$ cat config.mk
export PLATFORM = sky130hd
export DESIGN_NAME = crc_engine
export DESIGN_NICKNAME = d
export VERILOG_FILES = /design/src/rtl/crc_pkg.sv /design/src/rtl/crc_byte_step.sv /design/src/rtl/crc_engine.sv
export SDC_FILE = /design/constraint.sdc
export NUM_CORES = 1
export LEC_CHECK = 0
export ABC_CLOCK_PERIOD_IN_PS = 11100
export BUFFER_PORTS_ARGS = -buffer_cell sky130_fd_sc_hd__buf_2
export CORE_MARGIN = 3
export CORE_UTILIZATION = 45
export DETAILED_ROUTE_END_ITERATION = 6
export GPL_ROUTABILITY_DRIVEN = 0
export MAX_ROUTING_LAYER = met4
export PLACE_DENSITY = 0.71
export RECOVER_POWER = 25
export SYNTH_ARGS = -nofsm -noshare
export SYNTH_HDL_FRONTEND = slang
export SYNTH_SLANG_ARGS = --single-unit
$ cat constraint.sdc
create_clock -name clk -period 11.1 [get_ports clk]
set_input_delay 1.11 -clock clk [delete_from_list [all_inputs] [get_ports clk]]
set_output_delay 1.11 -clock clk [all_outputs]
set_load 0.005 [all_outputs]
$ cat src/rtl/crc_pkg.sv
// Shared constants for the streaming CRC engine: mode encodings, polynomials,
// init values and FSM states.
package crc_pkg;

    localparam int unsigned CRC_W  = 16;
    localparam int unsigned BYTE_W = 8;
    localparam int unsigned MODE_W = 3;

    localparam logic [MODE_W-1:0] CRC_MODE_8     = 3'b000;
    localparam logic [MODE_W-1:0] CRC_MODE_CCITT = 3'b001;
    localparam logic [MODE_W-1:0] CRC_MODE_16    = 3'b010;

    localparam logic [BYTE_W-1:0] POLY_8     = 8'h07;
    localparam logic [CRC_W-1:0]  POLY_CCITT = 16'h1021;
    localparam logic [CRC_W-1:0]  POLY_16    = 16'h8005;

    localparam logic [CRC_W-1:0] INIT_8     = 16'h0000;
    localparam logic [CRC_W-1:0] INIT_CCITT = 16'hFFFF;
    localparam logic [CRC_W-1:0] INIT_16    = 16'h0000;

    typedef enum logic [0:0] {
        ST_IDLE = 1'b0,
        ST_RUN  = 1'b1
    } state_e;

    function automatic logic mode_valid(input logic [MODE_W-1:0] mode);
        return (mode == CRC_MODE_8) || (mode == CRC_MODE_CCITT) || (mode == CRC_MODE_16);
    endfunction

    function automatic logic [CRC_W-1:0] crc_init(input logic [MODE_W-1:0] mode);
        case (mode)
            CRC_MODE_CCITT: return INIT_CCITT;
            CRC_MODE_16:    return INIT_16;
            default:        return INIT_8;
        endcase
    endfunction

endpackage

$ cat src/rtl/crc_byte_step.sv
// One-byte MSB-first CRC update for the selected mode; CRC-8 lives in the low
// byte of the 16-bit register and the high byte is forced to zero.
module crc_byte_step
    import crc_pkg::*;
(
    input  logic [CRC_W-1:0]  crc_i,
    input  logic [BYTE_W-1:0] byte_i,
    input  logic [MODE_W-1:0] mode_i,
    output logic [CRC_W-1:0]  crc_c_o
);

    logic [BYTE_W-1:0] c8;
    logic [CRC_W-1:0]  c16;
    logic [CRC_W-1:0]  poly16;

    always_comb begin
        c8     = crc_i[BYTE_W-1:0] ^ byte_i;
        c16    = crc_i ^ {byte_i, BYTE_W'(0)};
        poly16 = (mode_i == CRC_MODE_16) ? POLY_16 : POLY_CCITT;
        for (int i = 0; i < int'(BYTE_W); i++) begin
            c8  = c8[BYTE_W-1] ? ((c8 << 1) ^ POLY_8) : (c8 << 1);
            c16 = c16[CRC_W-1] ? ((c16 << 1) ^ poly16) : (c16 << 1);
        end
        crc_c_o = (mode_i == CRC_MODE_8) ? {BYTE_W'(0), c8} : c16;
    end

endmodule

$ cat src/rtl/crc_engine.sv
// Streaming CRC-8/CRC-16 over data_len big-endian bytes of 32-bit words,
// delivering the result with a one-cycle en_data_crc strobe.
module crc_engine
    import crc_pkg::*;
#(
    parameter int unsigned DATA_W = 32,
    parameter int unsigned LEN_W  = 16
) (
    input  logic              clk,
    input  logic              rst_n,
    input  logic              mst_begin,
    input  logic [LEN_W-1:0]  data_len,
    input  logic [MODE_W-1:0] crc_mode,
    input  logic [DATA_W-1:0] data_in,
    input  logic              data_valid,
    output logic              data_ready,
    output logic [CRC_W-1:0]  crc_data,
    output logic              en_data_crc,
    output logic              error,
    output logic              busy
);

    localparam int unsigned STEPS = DATA_W / BYTE_W;

    state_e              state_q, state_d;
    logic [CRC_W-1:0]    crc_q, crc_d;
    logic [LEN_W-1:0]    bytes_left_q, bytes_left_d;
    logic [MODE_W-1:0]   mode_q, mode_d;
    logic [CRC_W-1:0]    crc_data_q, crc_data_d;
    logic                en_q, en_d;
    logic                error_q, error_d;
    logic                busy_q, busy_d;

    logic [CRC_W-1:0]    chain [STEPS+1];
    logic [1:0]          last_idx;
    logic [CRC_W-1:0]    crc_fold;

    assign chain[0] = crc_q;

    // Byte k of the word is folded by step k; step 0 sees the MSB byte.
    for (genvar k = 0; k < int'(STEPS); k++) begin : g_step
        crc_byte_step u_step (
            .crc_i   (chain[k]),
            .byte_i  (data_in[DATA_W-1-BYTE_W*k -: BYTE_W]),
            .mode_i  (mode_q),
            .crc_c_o (chain[k+1])
        );
    end

    // Tap the chain after min(bytes_left, 4) steps; bytes_left is never 0 in RUN.
    always_comb begin
        if (bytes_left_q >= LEN_W'(4)) begin
            last_idx = 2'd3;
        end else begin
            last_idx = bytes_left_q[1:0] - 2'd1;
        end
        crc_fold = chain[3'(last_idx) + 3'd1];
    end

    always_comb begin
        state_d      = state_q;
        crc_d        = crc_q;
        bytes_left_d = bytes_left_q;
        mode_d       = mode_q;
        crc_data_d   = crc_data_q;
        en_d         = 1'b0;
        error_d      = 1'b0;

        case (state_q)
            ST_IDLE: begin
                if (mst_begin) begin
                    if (!mode_valid(crc_mode)) begin
                        error_d = 1'b1;
                    end else if (data_len == LEN_W'(0)) begin
                        crc_data_d = crc_init(crc_mode);
                        en_d       = 1'b1;
                    end else begin
                        crc_d        = crc_init(crc_mode);
                        bytes_left_d = data_len;
                        mode_d       = crc_mode;
                        state_d      = ST_RUN;
                    end
                end
            end
            ST_RUN: begin
                if (data_valid) begin
                    crc_d = crc_fold;
                    if (bytes_left_q <= LEN_W'(4)) begin
                        crc_data_d = crc_fold;
                        en_d       = 1'b1;
                        state_d    = ST_IDLE;
                    end else begin
                        bytes_left_d = bytes_left_q - LEN_W'(4);
                    end
                end
            end
            default: state_d = ST_IDLE;
        endcase

        busy_d = (state_d == ST_RUN);
    end

    always_ff @(posedge clk or negedge rst_n) begin
        if (!rst_n) begin
            state_q      <= ST_IDLE;
            crc_q        <= '0;
            bytes_left_q <= '0;
            mode_q       <= CRC_MODE_8;
            crc_data_q   <= '0;
            en_q         <= 1'b0;
            error_q      <= 1'b0;
            busy_q       <= 1'b0;
        end else begin
            state_q      <= state_d;
            crc_q        <= crc_d;
            bytes_left_q <= bytes_left_d;
            mode_q       <= mode_d;
            crc_data_q   <= crc_data_d;
            en_q         <= en_d;
            error_q      <= error_d;
            busy_q       <= busy_d;
        end
    end

    assign data_ready  = busy_q;
    assign busy        = busy_q;
    assign crc_data    = crc_data_q;
    assign en_data_crc = en_q;
    assign error       = error_q;

endmodule

# --- After elaboration in Yosys (flattened, before gate mapping) ---
# Index checks and enable logic that the tools add are counted.
# Widths: inputs -> output; s select.
classes:
  addsub: 3
  eq_ne: 10
  n_reduce_logical: 9
  n_bitwise: 75
  magnitude_cmp: 3
  n_mux: 106
op_table:
  columns: ["cell", "n"]
  rows:
  - ["$mux 16", 54]
  - ["$xor 16x16->16", 36]
  - ["$mux 3", 32]
  - ["$not 3->3", 32]
  - ["$pmux 16 s2", 3]
  - ["$bmux 16 s3", 1]
  - ["$xor 8x8->8", 4]
  - ["$ge 16x3->1 const B", 1]
  - ["$le 16x3->1 const B", 1]
  - ["$logic_not 16->1", 1]
  - ["$sub 16x3->16 const B", 1]
  - ["$mux 1", 13]
  - ["$ne 2x2->1 const B", 6]
  - ["$reduce_and 5->1", 2]
  - ["$reduce_and 4->1", 2]
  - ["$eq 3x2->1 const B", 2]
  - ["$logic_not 3->1", 2]
  - ["$ge 4x4->1 const B", 1]
  - ["$not 3->4", 1]
  - ["$pmux 1 s2", 2]
  - ["$add 2x1->3 const B", 1]
  - ["$eq 3x1->1 const B", 1]
  - ["$logic_or 1x1->1", 2]
  - ["$mux 2", 1]
  - ["other kinds (3)", 4]
word_totals:
  elab_cells: 213
  out_inout_bits: 20
  regBits: 54

# --- Depth between registers and ports, before layout ---
# Gate-level depths: netlist (run 1).
logic_depth:
  word_depth: 79
  mapped_depth: 20
  ltp_nobuf: 17

# --- Hierarchy ---
# A second synthesis (run 1) with hierarchy kept.
hier_totals:
  cells_unflattened: 844
  hier_area_um2: 7488.4
by_module_without_submodules:
  columns: ["module", "n_inst", "seq_area_each_um2", "area_each_um2", "cells_each"]
  rows:
  - ["crc_byte_step", 4, 0.0, 1016.0, 126]
  - ["crc_engine", 1, 1351.3, 3424.5, 340]

# --- Worst setup path before layout (run 1) ---
# Ideal clock, no wire load.
synth_timing:
  path_kind: "input port to flip-flop"
  startpoint: "in data_in[29]"
  endpoint: "reg crc_q[5]"
  cell_stages: 18
  n_path_buf: 1
  arrival_time_ps: 5911
  setup_slack_ps: 5064
  setup_ps: 125
  required_ps: 10975
  cell_sequence: "buf_6 xnor2_2 xnor2_2 xnor3_2 mux2i_1 or3_4 nand2_2 xnor3_2 and4_4 a2111oi_4 xnor3_1 a2bb2oi_4 xnor3_1 xor2_1 o22ai_1 a211oi_1 a31oi_1 mux2_2"
synth_via:
  elab_chain_cells: 74
synth_lines:
  columns: ["item", "line_no", "source"]
  rows:
  - ["from (decl)", "crc_engine.sv:14", "input logic [DATA_W-1:0] data_in,"]
  - ["$xor 16x16->16", "crc_byte_step.sv:18", "c16 = crc_i ^ {byte_i, BYTE_W'(0)};"]
  - ["$xor 16x16->16", "crc_byte_step.sv:22", "c16 = c16[CRC_W-1] ? ((c16 << 1) ^ poly16) : (c16 << 1);"]
  - ["$mux 16", "crc_byte_step.sv:22", null]
  - ["$xor 16x16->16", "crc_byte_step.sv:22", null]
  - ["$mux 16 (2 in a row)", "crc_byte_step.sv:22", null]
  - ["$xor 16x16->16", "crc_byte_step.sv:22", null]
  - ["$mux 16", "crc_byte_step.sv:22", null]
  - ["$xor 16x16->16", "crc_byte_step.sv:22", null]
  - ["[56 not listed]", null, null]
  - ["$mux 16 or $xor 16x16->16 (tied branches)", "crc_byte_step.sv:22", null]
  - ["$xor 16x16->16 or $mux 16 (tied branches)", "crc_byte_step.sv:22", null]
  - ["$mux 16", "crc_byte_step.sv:22", null]
  - ["$mux 16", "crc_byte_step.sv:24", "crc_c_o = (mode_i == CRC_MODE_8) ? {BYTE_W'(0), c8} : c16;"]
  - ["$bmux 16 s3 *", "crc_engine.sv:57", "crc_fold = chain[3'(last_idx) + 3'd1];"]
  - ["$mux 16 (implied by the code) * (2 in a row)", "crc_engine.sv:57", null]
  - ["$mux 16 *", "crc_engine.sv:86", "if (data_valid) begin"]
  - ["$pmux 16 s2 *", "crc_engine.sv:69", "case (state_q)"]
  - ["to (signal assigned)", "crc_engine.sv:115", "crc_q <= crc_d;"]
  - ["to (decl)", "crc_engine.sv:26", "logic [CRC_W-1:0] crc_q, crc_d;"]
# Mark *: on every way between the ends. The rest lies on a longest branch, timed or not. The select of a mux whose other input is x is not followed.
# A chain may end at the register's enable or synchronous reset.

# --- Final worst setup path (run 1) ---
layout_timing:
  startpoint: "in data_in[30]"
  endpoint: "reg crc_data_q[5] (netlist: crc_data[5])"
layout_via:
  elab_chain_cells: 75
layout_lines:
  columns: ["item", "line_no", "source"]
  rows:
  - ["$xor 16x16->16", "crc_byte_step.sv:18", null]
  - ["$xor 16x16->16", "crc_byte_step.sv:22", null]
  - ["$mux 16 (2 in a row)", "crc_byte_step.sv:22", null]
  - ["$xor 16x16->16", "crc_byte_step.sv:22", null]
  - ["$mux 16", "crc_byte_step.sv:22", null]
  - ["$xor 16x16->16", "crc_byte_step.sv:22", null]
  - ["$mux 16", "crc_byte_step.sv:22", null]
  - ["$xor 16x16->16", "crc_byte_step.sv:22", null]
  - ["[57 not listed]", null, null]
  - ["$xor 16x16->16 or $mux 16 (tied branches)", "crc_byte_step.sv:22", null]
  - ["$mux 16", "crc_byte_step.sv:22", null]
  - ["$mux 16", "crc_byte_step.sv:24", null]
  - ["$bmux 16 s3 *", "crc_engine.sv:57", null]
  - ["$mux 16 (implied by the code) * (2 in a row)", "crc_engine.sv:57", null]
  - ["$mux 16 *", "crc_engine.sv:88", "if (bytes_left_q <= LEN_W'(4)) begin"]
  - ["$mux 16 *", "crc_engine.sv:86", null]
  - ["$pmux 16 s2 *", "crc_engine.sv:69", null]
  - ["to (signal assigned)", "crc_engine.sv:118", "crc_data_q <= crc_data_d;"]
  - ["to (decl)", "crc_engine.sv:29", "logic [CRC_W-1:0] crc_data_q, crc_data_d;"]
# Marks and branches as above.

==> impl_metrics.json, run 1 <==
{
  "synth_edf_count": 0,
  "cts_made_buffers": 5,
  "synth_cell_types": 93,
  "gr-total-overflow": 0,
  "ys_seq_elements": 54,
  "holdWs_ns": 0.511,
  "final_layout_size_suffix_gt1_share_pct": 14.9,
  "drc_errors": 0,
  "routedWlPerCell_um": 22.4,
  "final_nets": 1085,
  "antenna_found_initial": 0,
  "firstDrtPassIters": 6,
  "maxSlewHeadroom_pct": -90.9,
  "crit_type": "input port to register",
  "period_minus_slack_ns": 6.83,
  "cts_tree": "yes",
  "coreArea_um2": 18100,
  "ioPinCount": 75,
  "syn_nets": 1056,
  "seq_area_frac_synth_pct": 16.1,
  "io_buffer_count": 74,
  "startpoint_type": "input port",
  "ys_async_sr_fraction_pct": 100,
  "fmax_mhz": 146,
  "finalSetupTns_ns": 0,
  "syn_inst": 997,
  "worst_pin_slew_ns": 2.86,
  "hpwl_um": 21300,
  "rsz0062_at_grt": "false",
  "initial_utilization_pct": 46.2,
  "hold_viol": 0,
  "vias": 8159,
  "diodes": 0,
  "slew_viol_final": 55,
  "grt_max_degree": 71,
  "h-tree-depth": 2,
  "grt_usage_pct": 27.5,
  "post_cts_buffers": 0,
  "drt-total-wl_um": 28200,
  "cp_max_fo": 10,
  "violations": "max-capacitance violations, max-slew violations",
  "crit_chain": "buf_2 > xnor2_4 > a21oi_1 > o21ai_0 > xnor3_1 > or3_4 > a211oi_1 > nor3_1 > a2111oi_4 > xnor3_1 > a2bb2oi_4 > xnor3_1 > xor2_1 > o22ai_1 > a211oi_1 > a31oi_1 > mux2_2",
  "rows": 49,
  "crit_top_cell": "xnor3_1",
  "worst-endpoint-required_ns": 11.28,
  "end_kind": "register",
  "cp_slowest_cell": "a2111oi_4",
  "ys.warnings.count": 0,
  "setup_viol": 0,
  "status": "complete, but fails checks",
  "hp-class": "register to register",
  "worstPathArrival_ns": 7.01,
  "grt_pass1_wl_um": 42600,
  "clk_pin_slew_ns": 0.07,
  "avgSynthCellArea_um2": 8.42,
  "clockBufferDepth": 2,
  "period_share_pct": 61.5,
  "dieArea_um2": 20300,
  "cts_resized": 0,
  "holdBufCountCts": 0,
  "slowest_delay_ns": 0.83,
  "grt_pass1_vias": 7370,
  "cts_root_buf": "clkbuf_16",
  "die_x_um": 143,
  "synth_area_um2": 8390,
  "area_growth_pct": 7.59,
  "synth_flop_cell": "dfrtp_1",
  "maxCapViolCount": 1,
  "via_per_inst": 6.50,
  "clk_latency_ns": 0.29,
  "die_y_um": 143,
  "antenna_left": 0,
  "finClkSkew_ns": 0.00571,
  "drtIter0Drc": 1130,
  "clock_sinks": 54
}
==> cell families (layout without fill, tap and decap cells) <==
family	after synthesis	after routing	synth area share (%)
compound gates	266	266	21.3
simple gates	303	303	17.6
mux	39	39	5.44
fa+ha+maj	4	4	0.597
xor+xnor	242	242	34.5
buf+inv	89	119	4.47
flops	54	54	16.1
==> sequential cells by signal (all words and copies together), names as in the netlist <==
| signal | cells |
|---|---|
| bytes_left_q | 16 |
| crc_q | 16 |
| en_data_crc | 1 |
| error | 1 |
| mode_q | 3 |
| crc_data | 16 |
| busy | 1 |
==> synth_stat cells, drive strengths merged (5+ instances only) <==
library cell	count	share of area (%)
a211oi	16	1.4
a21o	7	0.64
a21oi	79	4.8
a221oi	6	0.70
a22oi	9	0.97
a31oi	7	0.52
and2	9	0.67
and3	10	0.76
buf	20	1.4
clkbuf	46	2.1
dfrtp	54	16
inv	22	0.98
mux2	13	1.7
mux2i	22	2.6
nand2	90	4.1
nand2b	11	0.82
nand3	24	1.4
nand4	6	0.45
nor2	78	3.5
nor3	24	1.5
nor4	11	0.82
o2111ai	6	0.63
o211ai	10	0.89
o21ai	54	3.3
o221ai	5	0.52
o22ai	21	1.6
or3	13	1.0
xnor2	146	16
xnor3	45	12
xor2	47	5.1
==> metal layers <==
metal	global-route usage (%)	up-vias	routed length, um
met1	40.1	3872	12200
met5	-	-	0
met3	4.33	76	2950
li1	-	3668	-
met2	39.4	543	12100
met4	7.95	0	925
==> critical path, delay by kind of cell <==
| kind | cells | cell delay (ns) |
|---|---|---|
| AO/OA/AOI/OAI | 8 | 3.15 |
| AND/OR/NAND/NOR | 2 | 0.54 |
| XOR/XNOR | 5 | 1.76 |
| buffers and inverters | 1 | 0.14 |
| multiplexers | 1 | 0.30 |
==> metrics by stage <==
step                worst slack, ns  std cells  util [%]  area (um^2)
CTS                            4.36       1256      49.8         9030
global placement               4.12       1248      48.9         8880
global route                   4.00       1256      49.7         9030
finish                         4.27       1256      49.7         9030
floorplan                      5.06        997         -         8390
detailed placement             4.11       1248      48.9         8880
==> cell type report <==
| class | count | area, um^2 |
|---|---|---|
| tap | 229 | 287 |
| multi-input combinational | 854 | 6680 |
| fill | 1750 | 9120 |
| clock buffer | 6 | 139 |
| clock inverter | 2 | 16.3 |
| sequential | 54 | 1350 |
| inverter | 23 | 86.3 |
| timing repair buffer | 88 | 470 |
==> worst paths after layout <==
kind                        startpoint          end  depth (start not counted)  slack [ns]
max                        data_in[30]  crc_data[5]                         17        4.27
min                        crc_data[1]  crc_data[1]                          1        0.51
max reg2reg                  mode_q[1]  crc_data[5]                         17        4.32
min reg2reg                crc_data[1]  crc_data[1]                          1        0.51
max in group asynchronous        rst_n     crc_q[3]                          2        7.65
min in group asynchronous        rst_n    mode_q[2]                          2        1.82
==> cell usage in the layout (no fill, tap or decap), types with 9 or more instances in the layout <==
master      n
nand3_1    24
nand2_1    89
a21oi_1    78
mux2i_1    22
dfrtp_1    54
nor2_1     77
buf_4      13
xor2_1     45
o211ai_1   10
o21ai_0    47
a211oi_1   16
and3_1      9
nor4_1     11
xnor3_1    43
mux2_2     13
nand2b_1   11
xnor2_1   137
or3_1      12
and2_1      9
nor3_1     23
inv_1      21
o22ai_1    21
buf_2      73
Power of run 1 is left out: the tool's default activity adds up to more than one toggle a clock period on the data nets, which glitch-free logic cannot reach.
==> run 2, diff against run 1 <==
ABC_AREA = 1   (was not set)
ABC_CLOCK_PERIOD_IN_PS = 5800   (was 11100)
PLACE_DENSITY = 0.74   (was 0.71)
clock period = 5.8 ns   (was 11.1 ns; I/O delays follow)
==> run 2 against run 1 <==
  * The flow finishes with violations (design-rule violations, max-capacitance violations, max-slew violations, negative setup slack)
  * Sequential share of layout area is 3.2 points lower
  * Register-to-register slack got worse by 5.1 ns
  * Hold slack lost 0.024 ns
  * Clock skew grew 0.0027 ns
  * Count of clock-buffer cells in the layout fell by 1
  * Non-clock buffer count up 262
  * Utilization grew 16 points
  * Routed wire length up 2.5%
  * Global-route usage grew 0.97 points
==> impl_metrics.json, run 2 <==
{
  "setup_viol": 31,
  "die_x_um": 139,
  "maxSlewHeadroom_pct": -89.4,
  "holdBufCountCts": 0,
  "die_y_um": 139,
  "grt_max_degree": 55,
  "drt-total-wl_um": 28900,
  "startpoint_type": "register",
  "violations": "design-rule violations, max-capacitance violations, max-slew violations, negative setup slack",
  "clk_latency_ns": 0.30,
  "grt_pass1_wl_um": 45000,
  "maxCapViolCount": 1,
  "period_share_pct": 114,
  "drtIter0Drc": 908,
  "ys_async_sr_fraction_pct": 100,
  "setup_ws_ns": -0.803,
  "yosys-top-cells-area": "nand2_1 19%, dfrtp_1 17%, xor2_1 8.5%",
  "synth_cell_types": 48,
  "yosys-top-cells-count": "401 x nand2_1, 147 x inv_1, 108 x nand3_1",
  "cp_max_fo": 5,
  "regArea_um2": 1350,
  "finalSetupTns_ns": -19.33,
  "ys_seq_elements": 54,
  "cts_made_buffers": 5,
  "crit_type": "register to register",
  "ioPinCount": 75,
  "synth_edf_count": 0,
  "grt_usage_pct": 28.5,
  "firstDrtPassIters": 7,
  "worstPathArrival_ns": 6.79,
  "ys.warnings.count": 0,
  "yosys.area.top_type": "nand2_1",
  "area_growth_pct": 43.6,
  "antenna_found_initial": 0,
  "vias": 9999,
  "cp_slowest_cell": "dfrtp_1",
  "crit_top_cell": "nand2_4",
  "clk_pin_slew_ns": 0.08,
  "final_cell_mix": "371 x nand2_1, 273 x buf_4, 143 x inv_1, 77 x nand3_1, 76 x nor2_1",
  "rsz0062_at_grt": "true",
  "period_minus_slack_ns": 6.60,
  "hpwl_um": 21700,
  "cts_tree": "yes",
  "yosysMostFrequentCell": "nand2_1",
  "worst_pin_slew_ns": 2.84,
  "gr-total-overflow": 0,
  "dieArea_um2": 19300,
  "synth_area_um2": 7970,
  "avgSynthCellArea_um2": 6.10,
  "grt_pass1_vias": 9449,
  "slowest_delay_ns": 0.42,
  "clock_sinks": 54,
  "clockBufferDepth": 2,
  "multi_input_area_um2": 6610,
  "coreArea_um2": 17300,
  "status": "complete, but fails checks",
  "antenna_left": 0,
  "routedWlPerCell_um": 15.6,
  "initial_utilization_pct": 46.1,
  "end_kind": "register",
  "final_layout_size_suffix_gt1_share_pct": 35.4,
  "synth_flop_cell": "dfrtp_1",
  "rows": 48,
  "syn_inst": 1306,
  "drc_errors": 7,
  "seq_area_frac_synth_pct": 17.0,
  "hold_viol": 0,
  "diodes": 0,
  "io_buffer_count": 74,
  "final_nets": 1679,
  "worst-endpoint-required_ns": 5.99,
  "syn_nets": 1365,
  "hp-class": "register to register",
  "fmax_mhz": 151,
  "fill_cells": 1453,
  "slew_viol_final": 55,
  "cts_root_buf": "clkbuf_16",
  "final_common_cell": "nand2_1",
  "h-tree-depth": 2,
  "finClkSkew_ns": 0.00840,
  "via_per_inst": 5.42,
  "synth_top_area_share_pct": 18.9
}
## run 2: cell count changes after synthesis, moves of 35 or more
cell and change:
nand3_1 +84, inv_1 +126, nand2_1 +312, xnor2_1 -106, nand3_2 +35, xnor3_1 -40
## run 2: area by class of cell
class | count | area share [%]
clock inverters | 3 | 0.219
flip-flops and latches | 54 | 11.8
clock buffers | 5 | 1.09
repair buffers | 350 | 21.4
inverters | 160 | 5.25
well taps | 225 | 2.46
multi-input cells | 1049 | 57.8
## run 2: layer usage
layer / part of all wire (%) / track usage (%)
met1: 42 / 36.0
met2: 49 / 48.9
met3: 6.7 / 2.14
met4: 3.1 / 8.70
met5: 0 / -
## run 2: worst max-delay path, delay by kind of cell, from the launching register on
kind                   cells  cell delay, ns
XOR/XNOR                   1            0.21
AND/OR/NAND/NOR           54            5.33
flip-flops                 1            0.42
buffers and inverters      4            0.48
## run 2: per-stage QoR
stage	util, %	instance area, um^2	worst slack [ns]	cells	hold WS (ns)
after detailed placement	58.9	10200	-0.844	1797	0.460
after floorplan	-	7970	0.0837	1306	0.284
after global placement	58.9	10200	-0.662	1797	0.459
after global routing	66.2	11400	-1.36	1846	0.520
after CTS	63.2	10900	-0.526	1826	0.429
final	66.2	11400	-0.803	1846	0.487
## run 2: repair_timing
action / CTS / global route
pin swaps: 30 / 49
endpoints found under the setup margin: 32 / 32
setup buffers: 21 / 20
resized for setup: 83 / 77
## run 2: worst paths after layout
path	start	to	slack, ns	cells after the start
worst max-delay path	crc_q[15]	crc_data[2]	-0.80	59
worst min-delay path	crc_data[7]	crc_data[7]	0.49	2
worst max register to register	crc_q[15]	crc_data[2]	-0.80	59
worst min register to register	crc_data[7]	crc_data[7]	0.49	2
max in group asynchronous	rst_n	mode_q[1]	2.69	2
min in group asynchronous	rst_n	bytes_left_q[15]	1.28	2
## run 2: logic make-up after synthesis
logic type,share of synthesized area [%]
adder cells (fa/ha/maj),0.628
flip-flops,17.0
AND/OR/NAND/NOR,44.4
AO/OA/AOI/OAI,14.6
XOR/XNOR,13.5
buffers and inverters,9.96
Power of run 2 is left out for the same reason.
==> run 3, diff against run 2 <==
CORE_MARGIN = 2   (was 3)
==> run 3 against run 2 <==
  * The run ends with max-capacitance violations, max-slew violations, negative setup slack left
  * Count of clock-buffer cells in the layout did not move
  * Die area is 2.9% lower
  * Routed wire length fell by 1.5%
  * Global-route usage rose by 0.96 points
  * Cell area shrank 1.4%
  * Register-to-register slack hardly changed
  * Sequential share of layout area grew 0.15 points
  * Clock skew is 0.0011 ns lower
  * Critical endpoint is now crc_q[15]
  * Largest cell class unchanged
  * Highest routed layer unchanged
==> impl_metrics.json, run 3 (synthesized netlist as in run 2, its figures left out) <==
{
  "cp_slowest_cell": "dfrtp_1",
  "startpoint_type": "register",
  "dieArea_um2": 18800,
  "fill_cells": 1465,
  "grt_pass1_wl_um": 43000,
  "crit_type": "register to register",
  "grt_pass1_vias": 8886,
  "die_x_um": 137,
  "worst-endpoint-required_ns": 5.97,
  "design_area_um2": 11300,
  "h-tree-depth": 2,
  "end_kind": "register",
  "cts_made_buffers": 5,
  "crit_top_cell": "nand2_4",
  "ioPinCount": 75,
  "slowest_delay_ns": 0.38,
  "diodes": 0,
  "finClkSkew_ns": 0.00735,
  "final_common_cell": "nand2_1",
  "final_cell_mix": "370 x nand2_1, 255 x buf_4, 142 x inv_1, 79 x nand3_1, 74 x buf_2",
  "coreArea_um2": 17300,
  "clockBufferDepth": 2,
  "vias": 9835,
  "worst_pin_slew_ns": 2.80,
  "cp_max_fo": 6,
  "cp-startpoint": "mode_q[0]",
  "drt-total-wl_um": 28400,
  "multi_input_area_um2": 6580,
  "gr-total-overflow": 0,
  "hold_viol": 0,
  "hpwl_um": 21500,
  "regArea_um2": 1350,
  "setup_viol": 30,
  "rsz0062_at_grt": "true",
  "placed_cell_area_um2": 10100,
  "dp_slack_ns": -0.751,
  "clock_sinks": 54,
  "via_per_inst": 5.38,
  "cts_tree": "yes",
  "rows": 48,
  "area_growth_pct": 41.7,
  "holdBufCountCts": 0,
  "maxSlewHeadroom_pct": -86.6,
  "routedWlPerCell_um": 15.6,
  "antenna_left": 0,
  "maxCapViolCount": 1,
  "slew_viol_final": 55,
  "fmax_mhz": 152,
  "final_layout_size_suffix_gt1_share_pct": 34.8,
  "status": "complete, but fails checks",
  "clk_pin_slew_ns": 0.07,
  "hp-class": "register to register",
  "io_buffer_count": 74,
  "rr_startpoint": "mode_q[0]",
  "antenna_found_initial": 0,
  "rrSetupSlack_ns": -0.79,
  "die_y_um": 137,
  "grt_usage_pct": 29.5,
  "violations": "max-capacitance violations, max-slew violations, negative setup slack",
  "firstDrtPassIters": 5,
  "clk_latency_ns": 0.29,
  "final_nets": 1660,
  "grt_max_degree": 55,
  "period_share_pct": 114,
  "initial_utilization_pct": 46.1,
  "drc_errors": 0,
  "cts_root_buf": "clkbuf_16",
  "drtIter0Drc": 1002,
  "worstPathArrival_ns": 6.77,
  "hold_path.startpoint": "crc_data[7]",
  "setup_ws_ns": -0.792,
  "period_minus_slack_ns": 6.59
}
[run 3: cell count changes in the layout (fill, tap and decap cells not counted), moves of 2 or more]
cell / change
buf_4: -18
nor2_1: -4
nand3_1: +2
nand3_2: -2
nand2_2: +6
nor2_4: +2
nor2_2: +2
nand2_8: -2
nand2_4: -3
[run 3: per-stage QoR]
step | setup TNS, ns | hold slack, ns | util, % | cells
finish | -17.39 | 0.496 | 65.3 | 1827
global route | -31.57 | 0.520 | 65.3 | 1827
CTS | -10.34 | 0.432 | 60.2 | 1800
detailed placement | -17.73 | 0.476 | 58.6 | 1790
global placement | -12.07 | 0.459 | 58.6 | 1790
floorplan | 0 | 0.284 | - | 1306
[run 3: timing repair]
action	4_1_cts	5_1_grt
endpoints found under the setup margin	31	32
endpoints found under the hold margin	0	0
setup buffers	2	27
pin swaps	2	58
resized for setup	20	136
[run 3: layer usage]
metal | vias to the layer above | share of wire [%] | GRT usage (%) | wire length (um)
li1 | 4813 | - | - | -
met1 | 4472 | 41 | 37.7 | 11600
met2 | 459 | 49 | 50.1 | 13900
met3 | 91 | 7.0 | 2.56 | 2000
met4 | 0 | 3.3 | 7.56 | 951
met5 | - | 0 | - | 0
[run 3: final cells by class]
type | count | area share [%]
clock inverters | 3 | 0.399
multi-input cells | 1049 | 58.3
repair buffers | 331 | 20.4
well taps | 225 | 2.49
inverters | 160 | 5.34
clock buffers | 5 | 1.11
flip-flops and latches | 54 | 12.0
[run 3: worst paths after layout]
check | end | depth (start not counted)
min | crc_data[7] | 2
min reg2reg | crc_data[7] | 2
max reg2reg | crc_q[15] | 60
min in group asynchronous | bytes_left_q[15] | 2
max | crc_q[15] | 60
max in group asynchronous | crc_data[0] | 2
[run 3: worst max-delay path, delay by kind of cell (launching register included)]
| kind | cells | cell delay [ns] |
|---|---|---|
| buffers and inverters | 2 | 0.15 |
| DFF | 1 | 0.38 |
| and+or+nand+nor | 58 | 5.93 |
Power of run 3 is left out for the same reason.
